===== src/rtl/data_mem_ws.sv =====
// data_mem_ws: word-organised data memory with a req/ready handshake and a
// fixed number of wait states. Supports byte/halfword/word loads and stores,
// sign or zero extension on sub-word loads, misalignment detection, and a
// registered debug tap of one memory word.
//
// Ports:
//   clk    system clock, all state changes on the rising edge
//   rst    synchronous active-low reset (clears memory, FSM and outputs)
//   req    access request, held high by the requester until ready
//   WE     1 = store, 0 = load (sampled with req)
//   size   00 byte, 01 halfword, 10 word, 11 reserved (flagged as error)
//   uns    1 = zero-extend, 0 = sign-extend sub-word loads
//   A      byte address; upper bits beyond the memory size are ignored
//   WD     right-aligned store data
//   RD     load result, valid while ready=1, held until the next completion
//   ready  one-cycle completion pulse
//   err    misaligned or reserved-size access, valid while ready=1
//   tst    registered copy of mem[TST_WORD]
//
// state   | meaning
// --------+-------------------------------------------------------------
// ST_IDLE | waiting for req; request fields are latched on acceptance
// ST_WAIT | counting wait states on the latched request
// ST_DONE | access performed, ready/RD/err presented for one cycle

module data_mem_ws #(
  parameter int DEPTH    = 64,
  parameter int WAIT     = 1,
  parameter int TST_WORD = 0
) (
  input  logic        clk,
  input  logic        rst,
  input  logic        req,
  input  logic        WE,
  input  logic [1:0]  size,
  input  logic        uns,
  input  logic [31:0] A,
  input  logic [31:0] WD,
  output logic [31:0] RD,
  output logic        ready,
  output logic        err,
  output logic [31:0] tst
);

  localparam int AW = $clog2(DEPTH);
  localparam logic [2:0] WAIT_LAST = (WAIT > 0) ? 3'(WAIT - 1) : 3'd0;

  typedef enum logic [1:0] {ST_IDLE, ST_WAIT, ST_DONE} state_t;

  state_t        state_q, state_d;
  logic [2:0]    cnt_q, cnt_d;
  logic [AW+1:0] a_q, a_d;
  logic          we_q, we_d;
  logic [1:0]    size_q, size_d;
  logic          uns_q, uns_d;
  logic [31:0]   wd_q, wd_d;
  logic [31:0]   rd_q, rd_d;
  logic          ready_q, ready_d;
  logic          err_q, err_d;
  logic [31:0]   tst_q, tst_d;
  logic [31:0]   mem_q [DEPTH];

  logic [AW+1:0] acc_a;
  logic          acc_we;
  logic [1:0]    acc_size;
  logic          acc_uns;
  logic          acc_err;
  logic [31:0]   acc_word;
  logic [7:0]    ld_byte;
  logic [15:0]   ld_half;
  logic [31:0]   ld_val;
  logic          wr_en;
  logic [3:0]    wr_be;
  logic [31:0]   wr_data;

  // Address bits above the memory size only cause wrap-around.
  logic unused_a;
  assign unused_a = ^A[31:AW+2];

  always_comb begin
    state_d = state_q;
    cnt_d   = cnt_q;
    a_d     = a_q;
    we_d    = we_q;
    size_d  = size_q;
    uns_d   = uns_q;
    wd_d    = wd_q;
    case (state_q)
      ST_IDLE: begin
        if (req) begin
          a_d     = A[AW+1:0];
          we_d    = WE;
          size_d  = size;
          uns_d   = uns;
          wd_d    = WD;
          cnt_d   = '0;
          state_d = (WAIT > 0) ? ST_WAIT : ST_DONE;
        end
      end
      ST_WAIT: begin
        cnt_d = cnt_q + 3'd1;
        if (cnt_q == WAIT_LAST) state_d = ST_DONE;
      end
      ST_DONE: state_d = ST_IDLE;
      default: state_d = ST_IDLE;
    endcase
  end

  // With zero wait states the access is evaluated straight from the inputs
  // on the acceptance edge, so the result registers are valid in ST_DONE.
  always_comb begin
    if (state_q == ST_IDLE) begin
      acc_a    = A[AW+1:0];
      acc_we   = WE;
      acc_size = size;
      acc_uns  = uns;
    end else begin
      acc_a    = a_q;
      acc_we   = we_q;
      acc_size = size_q;
      acc_uns  = uns_q;
    end
    acc_err  = (acc_size == 2'b11) ||
               (acc_size == 2'b01 && acc_a[0]) ||
               (acc_size == 2'b10 && acc_a[1:0] != 2'b00);
    acc_word = mem_q[acc_a[AW+1:2]];
    case (acc_a[1:0])
      2'd0:    ld_byte = acc_word[7:0];
      2'd1:    ld_byte = acc_word[15:8];
      2'd2:    ld_byte = acc_word[23:16];
      default: ld_byte = acc_word[31:24];
    endcase
    ld_half = acc_a[1] ? acc_word[31:16] : acc_word[15:0];
    case (acc_size)
      2'b00:   ld_val = {{24{ld_byte[7] & ~acc_uns}}, ld_byte};
      2'b01:   ld_val = {{16{ld_half[15] & ~acc_uns}}, ld_half};
      default: ld_val = acc_word;
    endcase

    ready_d = (state_d == ST_DONE);
    rd_d    = rd_q;
    err_d   = 1'b0;
    if (state_d == ST_DONE) begin
      err_d = acc_err;
      rd_d  = (acc_err || acc_we) ? 32'h0 : ld_val;
    end
    tst_d = mem_q[TST_WORD];
  end

  // The store commits on the edge that leaves ST_DONE, using latched fields.
  always_comb begin
    wr_en = (state_q == ST_DONE) && we_q && !err_q;
    case (size_q)
      2'b00: begin
        wr_be   = 4'b0001 << a_q[1:0];
        wr_data = {4{wd_q[7:0]}};
      end
      2'b01: begin
        wr_be   = a_q[1] ? 4'b1100 : 4'b0011;
        wr_data = {2{wd_q[15:0]}};
      end
      default: begin
        wr_be   = 4'b1111;
        wr_data = wd_q;
      end
    endcase
  end

  always_ff @(posedge clk) begin
    if (!rst) begin
      state_q <= ST_IDLE;
      cnt_q   <= '0;
      a_q     <= '0;
      we_q    <= 1'b0;
      size_q  <= '0;
      uns_q   <= 1'b0;
      wd_q    <= '0;
      rd_q    <= '0;
      ready_q <= 1'b0;
      err_q   <= 1'b0;
      tst_q   <= '0;
      for (int i = 0; i < DEPTH; i++) mem_q[i] <= '0;
    end else begin
      state_q <= state_d;
      cnt_q   <= cnt_d;
      a_q     <= a_d;
      we_q    <= we_d;
      size_q  <= size_d;
      uns_q   <= uns_d;
      wd_q    <= wd_d;
      rd_q    <= rd_d;
      ready_q <= ready_d;
      err_q   <= err_d;
      tst_q   <= tst_d;
      if (wr_en) begin
        for (int b = 0; b < 4; b++) begin
          if (wr_be[b]) mem_q[a_q[AW+1:2]][8*b +: 8] <= wr_data[8*b +: 8];
        end
      end
    end
  end

  assign RD    = rd_q;
  assign ready = ready_q;
  assign err   = err_q;
  assign tst   = tst_q;

endmodule

===== config.mk =====
export PLATFORM = sky130hd
export DESIGN_NAME = data_mem_ws
export DESIGN_NICKNAME = d
export VERILOG_FILES = /design/src/rtl/data_mem_ws.sv
export SDC_FILE = /design/constraint.sdc
export NUM_CORES = 2
export LEC_CHECK = 0
export CORE_MARGIN = 4
export CORE_UTILIZATION = 50
export CTS_BUF_LIST = sky130_fd_sc_hd__clkbuf_8
export CTS_CLUSTER_SIZE = 12
export DETAILED_ROUTE_END_ITERATION = 8
export GPL_ROUTABILITY_DRIVEN = 0
export PLACE_DENSITY = 0.74
export SYNTH_ARGS = -nofsm -noshare
export SYNTH_HDL_FRONTEND = slang
export SYNTH_SLANG_ARGS = --single-unit

===== constraint.sdc =====
create_clock -name clk -period 3.2 [get_ports clk]
set_clock_uncertainty 0.2 [all_clocks]
set_input_delay 0.32 -clock clk [delete_from_list [all_inputs] [get_ports clk]]
set_output_delay 0.32 -clock clk [all_outputs]
set_load 0.05 [all_outputs]

==> impl_metrics.toml <==
[grt]
first_global_vias = 73600
grt_pass1_wl_um = 489000
grt-ovfl-total = 0
use_met2_pct = 49.4
gr-usage-met1_pct = 39.9
grt.total_usage_pct = 33.3
use_met3_pct = 11.6
grt_max_degree = 158
top_usage_layer = "met2"
antenna_found_initial = 15

[sta]
setup_viol_count_final = 204
min_period_over_period_pct = 116
maxSlewViolCount = 0
fmax_mhz = 270
slew_headroom_pct = 32.3
worst_pin_slew_ns = 1.02
whs_ns = 0.123
hold_violations = 0
rsz0062_at_grt = "true"
fin_crit_ns = 3.71
setup_slack_ns = -0.507

[placed_design]
place_area_um2 = 108000
pre_cts_slack_ns = -1.70
port_buffers = 112
place_inst = 11200
dp_hpwl_um = 231000

[drt]
wl_per_cell_um = 28.5
drt-initial-drc-count = 12600
wl_um = 341000
drt_pre_antenna_iters = 9
vias = 76200
viasPerCell = 6.36
drc = 0
final_antenna_net_count = 0

[layout]
syn_to_final_growth_pct = 21.6
multi_input_area_um2 = 32100
fin_nets = 9274
final_layout_size_suffix_gt1_share_pct = 22.4
finalNonFillerCells = 12000
fin_area_um2 = 118000
final_util_pct = 61.2
regArea_um2 = 63800
fillerInstances = 14000

[yosys]
yosysTopAreaCell = "edfxtp_1"
yosys_warnings = 0
netlist_top_cells_count = "2,048 x edfxtp_1, 1,714 x nor2_1, 1,478 x nand2_1, 527 x and3_1, 508 x clkbuf_1"
synth_most_common_cell = "edfxtp_1"
syn_nets = 8306
ys_top_cells_by_area = "edfxtp_1 63%, nor2_1 6.6%, nand2_1 5.7%"
synth_ff_type = "edfxtp_1"
ys_ff_latch = 2163
seq_area_frac_synth_pct = 65.8
synth_edf_count = 2048
synth_top_area_share_pct = 63.4
syn_avg_cell_area_um2 = 11.8
synth_cell_types = 75
synth_area_um2 = 97000
async_flop_share_pct = 0
synthCells = 8233

[critical_path]
critPathSlowestCell = "dfxtp_4"
worstReg2RegEnd = "RD[3]"
worstSetupStartpoint = "state_q[0]"
crit_family = "compound AO/OA/AOI/OAI gates"
crit_path_max_incr_delay_ns = 0.38
critPathRequiredTime_ns = 4.02
ff2ff_path_depth = 17
worstSetupStartpointType = "flop"
worst-r2r-setup-slack_ns = -0.51
arrival_ns = 4.53
crit_fanout = 8
end_kind = "flop"
path_cells = "clkbuf_4 > buf_6 > nor3b_4 > buf_6 > or2_4 > buf_4 > nand2_1 > buf_12 > buf_12 > buf_4 > a31oi_2 > nand3_2 > a41oi_2 > a21o_1 > mux2i_2 > a211o_1 > a211oi_2"
crit_type = "reg -> reg"
worstReg2RegStart = "state_q[0]"
crit_buf_inv = 7

[job]
cap_violations = 0

[power_and_ir_drop]
power_frac_clock_pct = 33.2
powerDensity_nw_per_um2 = 575
intPower_mw = 48.0
peakVddDrop_v = 0.000395
p_leak_nw = 44.4
p_sw_share_pct = 29.1
p_switching_mw = 19.7
seqPwrFrac_pct = 47.7
combPwrFrac_pct = 19.1

[floorplan]
core_um2 = 193000
die_h_um = 448
io_pins = 137
start_util_pct = 50.3
fp.dieW_um = 448
placementRows = 161
die-area_um2 = 201000

[clocking]
clk_pin_slew_ns = 0.06
cts_buffer_depth = 4
numCtsBuffers = 361
cts-root-buf = "clkbuf_8"
tritoncts = "built"
clock_latency_ns = 1.10
h-tree-depth = 5
cts_sinks = 2163

[hold_path]
hold_path_startpoint = "rst"
worstHoldPathCells = 4
min_path_type = "in -> reg"
min_to = "mem_q[45][28]"

[run_status]
status = "complete, but fails checks"
violations = "setup timing"
-- per-layer routing --
layer | up-vias | part of all wire, %
met5 | - | 0.018
met4 | 8 | 9.6
met3 | 1580 | 15
li1 | 31700 | -
met2 | 6467 | 44
met1 | 36500 | 32
-- power by group through the flow --
stage          registers (mW)  logic (mW)  clock network [mW]
2_1_floorplan            32.8        5.55                   0
3_3_place_gp             32.9        10.7                   0
3_5_place_dp             32.9        10.9                   0
4_1_cts                  32.3        11.9                22.4
5_1_grt                  32.4        13.1                23.8
6_report                 32.3        12.9                22.5
-- per-stage QoR --
| stage | power (mW) | setup TNS (ns) |
|---|---|---|
| finish | 67.8 | -18.02 |
| global route | 69.3 | -39.62 |
| CTS | 66.7 | -11.97 |
| detailed placement | 43.8 | -46.23 |
| global placement | 43.6 | -46.01 |
| floorplan | 38.3 | -0.416 |
-- placed cells by master (no fill, tap or decap), types with 13 or more instances in the layout --
cell / count
a32oi_1: 172
o22ai_1: 31
inv_1: 107
a31oi_1: 65
clkbuf_8: 373
o21a_1: 18
dfxtp_1: 104
a32oi_2: 20
clkdlybuf4s50_1: 111
nor2_4: 17
buf_12: 128
buf_6: 40
mux2i_4: 27
buf_8: 13
nor3_1: 21
mux2i_1: 261
a21oi_2: 31
buf_4: 946
a21oi_1: 152
nor2_2: 20
nand2_2: 49
o21ai_0: 53
and3_1: 527
o21ai_1: 15
a22o_1: 13
edfxtp_1: 2048
nor2_1: 1682
a21oi_4: 17
a22oi_1: 22
a31oi_2: 14
mux4_2: 171
and2_1: 48
clkinv_2: 31
clkinv_1: 90
nand2_1: 1426
dlygate4sd3_1: 45
nand3_1: 194
-- worst max path at each step --
| stage | to | cells after the start | slack [ns] |
|---|---|---|---|
| after detailed placement | RD[1] | 14 | -1.70 |
| after global routing | RD[26] | 18 | -0.60 |
| after global placement | RD[1] | 14 | -1.70 |
| final | RD[3] | 17 | -0.51 |
| after floorplan | RD[18] | 16 | -0.04 |
| after CTS | RD[26] | 14 | -0.44 |
-- cell type report --
type | count | area share [%]
sequential | 2163 | 54.1
multi-input combinational | 5365 | 27.2
timing repair buffer | 1306 | 10.6
clock buffer | 373 | 4.35
tap | 2526 | 2.68
clock inverter | 243 | 1.00
antenna | 7 | 0.0149
inverter | 4 | 0.0127
-- worst register-to-register path, delay by kind of cell, from the launching register on --
kind / cells / cell delay (ns)
flip-flops: 1 / 0.38
AND/OR/NAND/NOR: 4 / 0.57
multiplexers: 1 / 0.14
buffers and inverters: 7 / 1.17
AO/OA/AOI/OAI: 5 / 1.21
-- registers in the layout, summed over array words and instances (netlist names) --
signal,count
size_q,2
state_q,2
wd_q,32
RD,32
tst,32
err,1
uns_q,1
a_q,8
mem_q,2048
ready,1
we_q,1
cnt_q,3
-- what timing repair did --
action	CTS	global route
endpoints found under the hold margin	727	0
pin swaps	37	45
setup endpoints to repair	38	161
cloned	14	2
gates resized for setup	241	188
buffers inserted	64	26
hold buffers	45	0
-- logic make-up (layout without fill, tap and decap cells) --
group / Yosys count / in the layout / share of synthesized area, %
buffers and inverters: 708 / 1926 / 3.31
AO/OA/AOI/OAI: 795 / 795 / 5.79
multiplexers: 487 / 487 / 7.25
adder cells (fa/ha/maj): 2 / 2 / 0.0258
other: 0 / 7 / 0
AND/OR/NAND/NOR: 4078 / 4081 / 17.8
flip-flops: 2163 / 2163 / 65.8
Note: power is estimated with default switching activity, not from simulation.
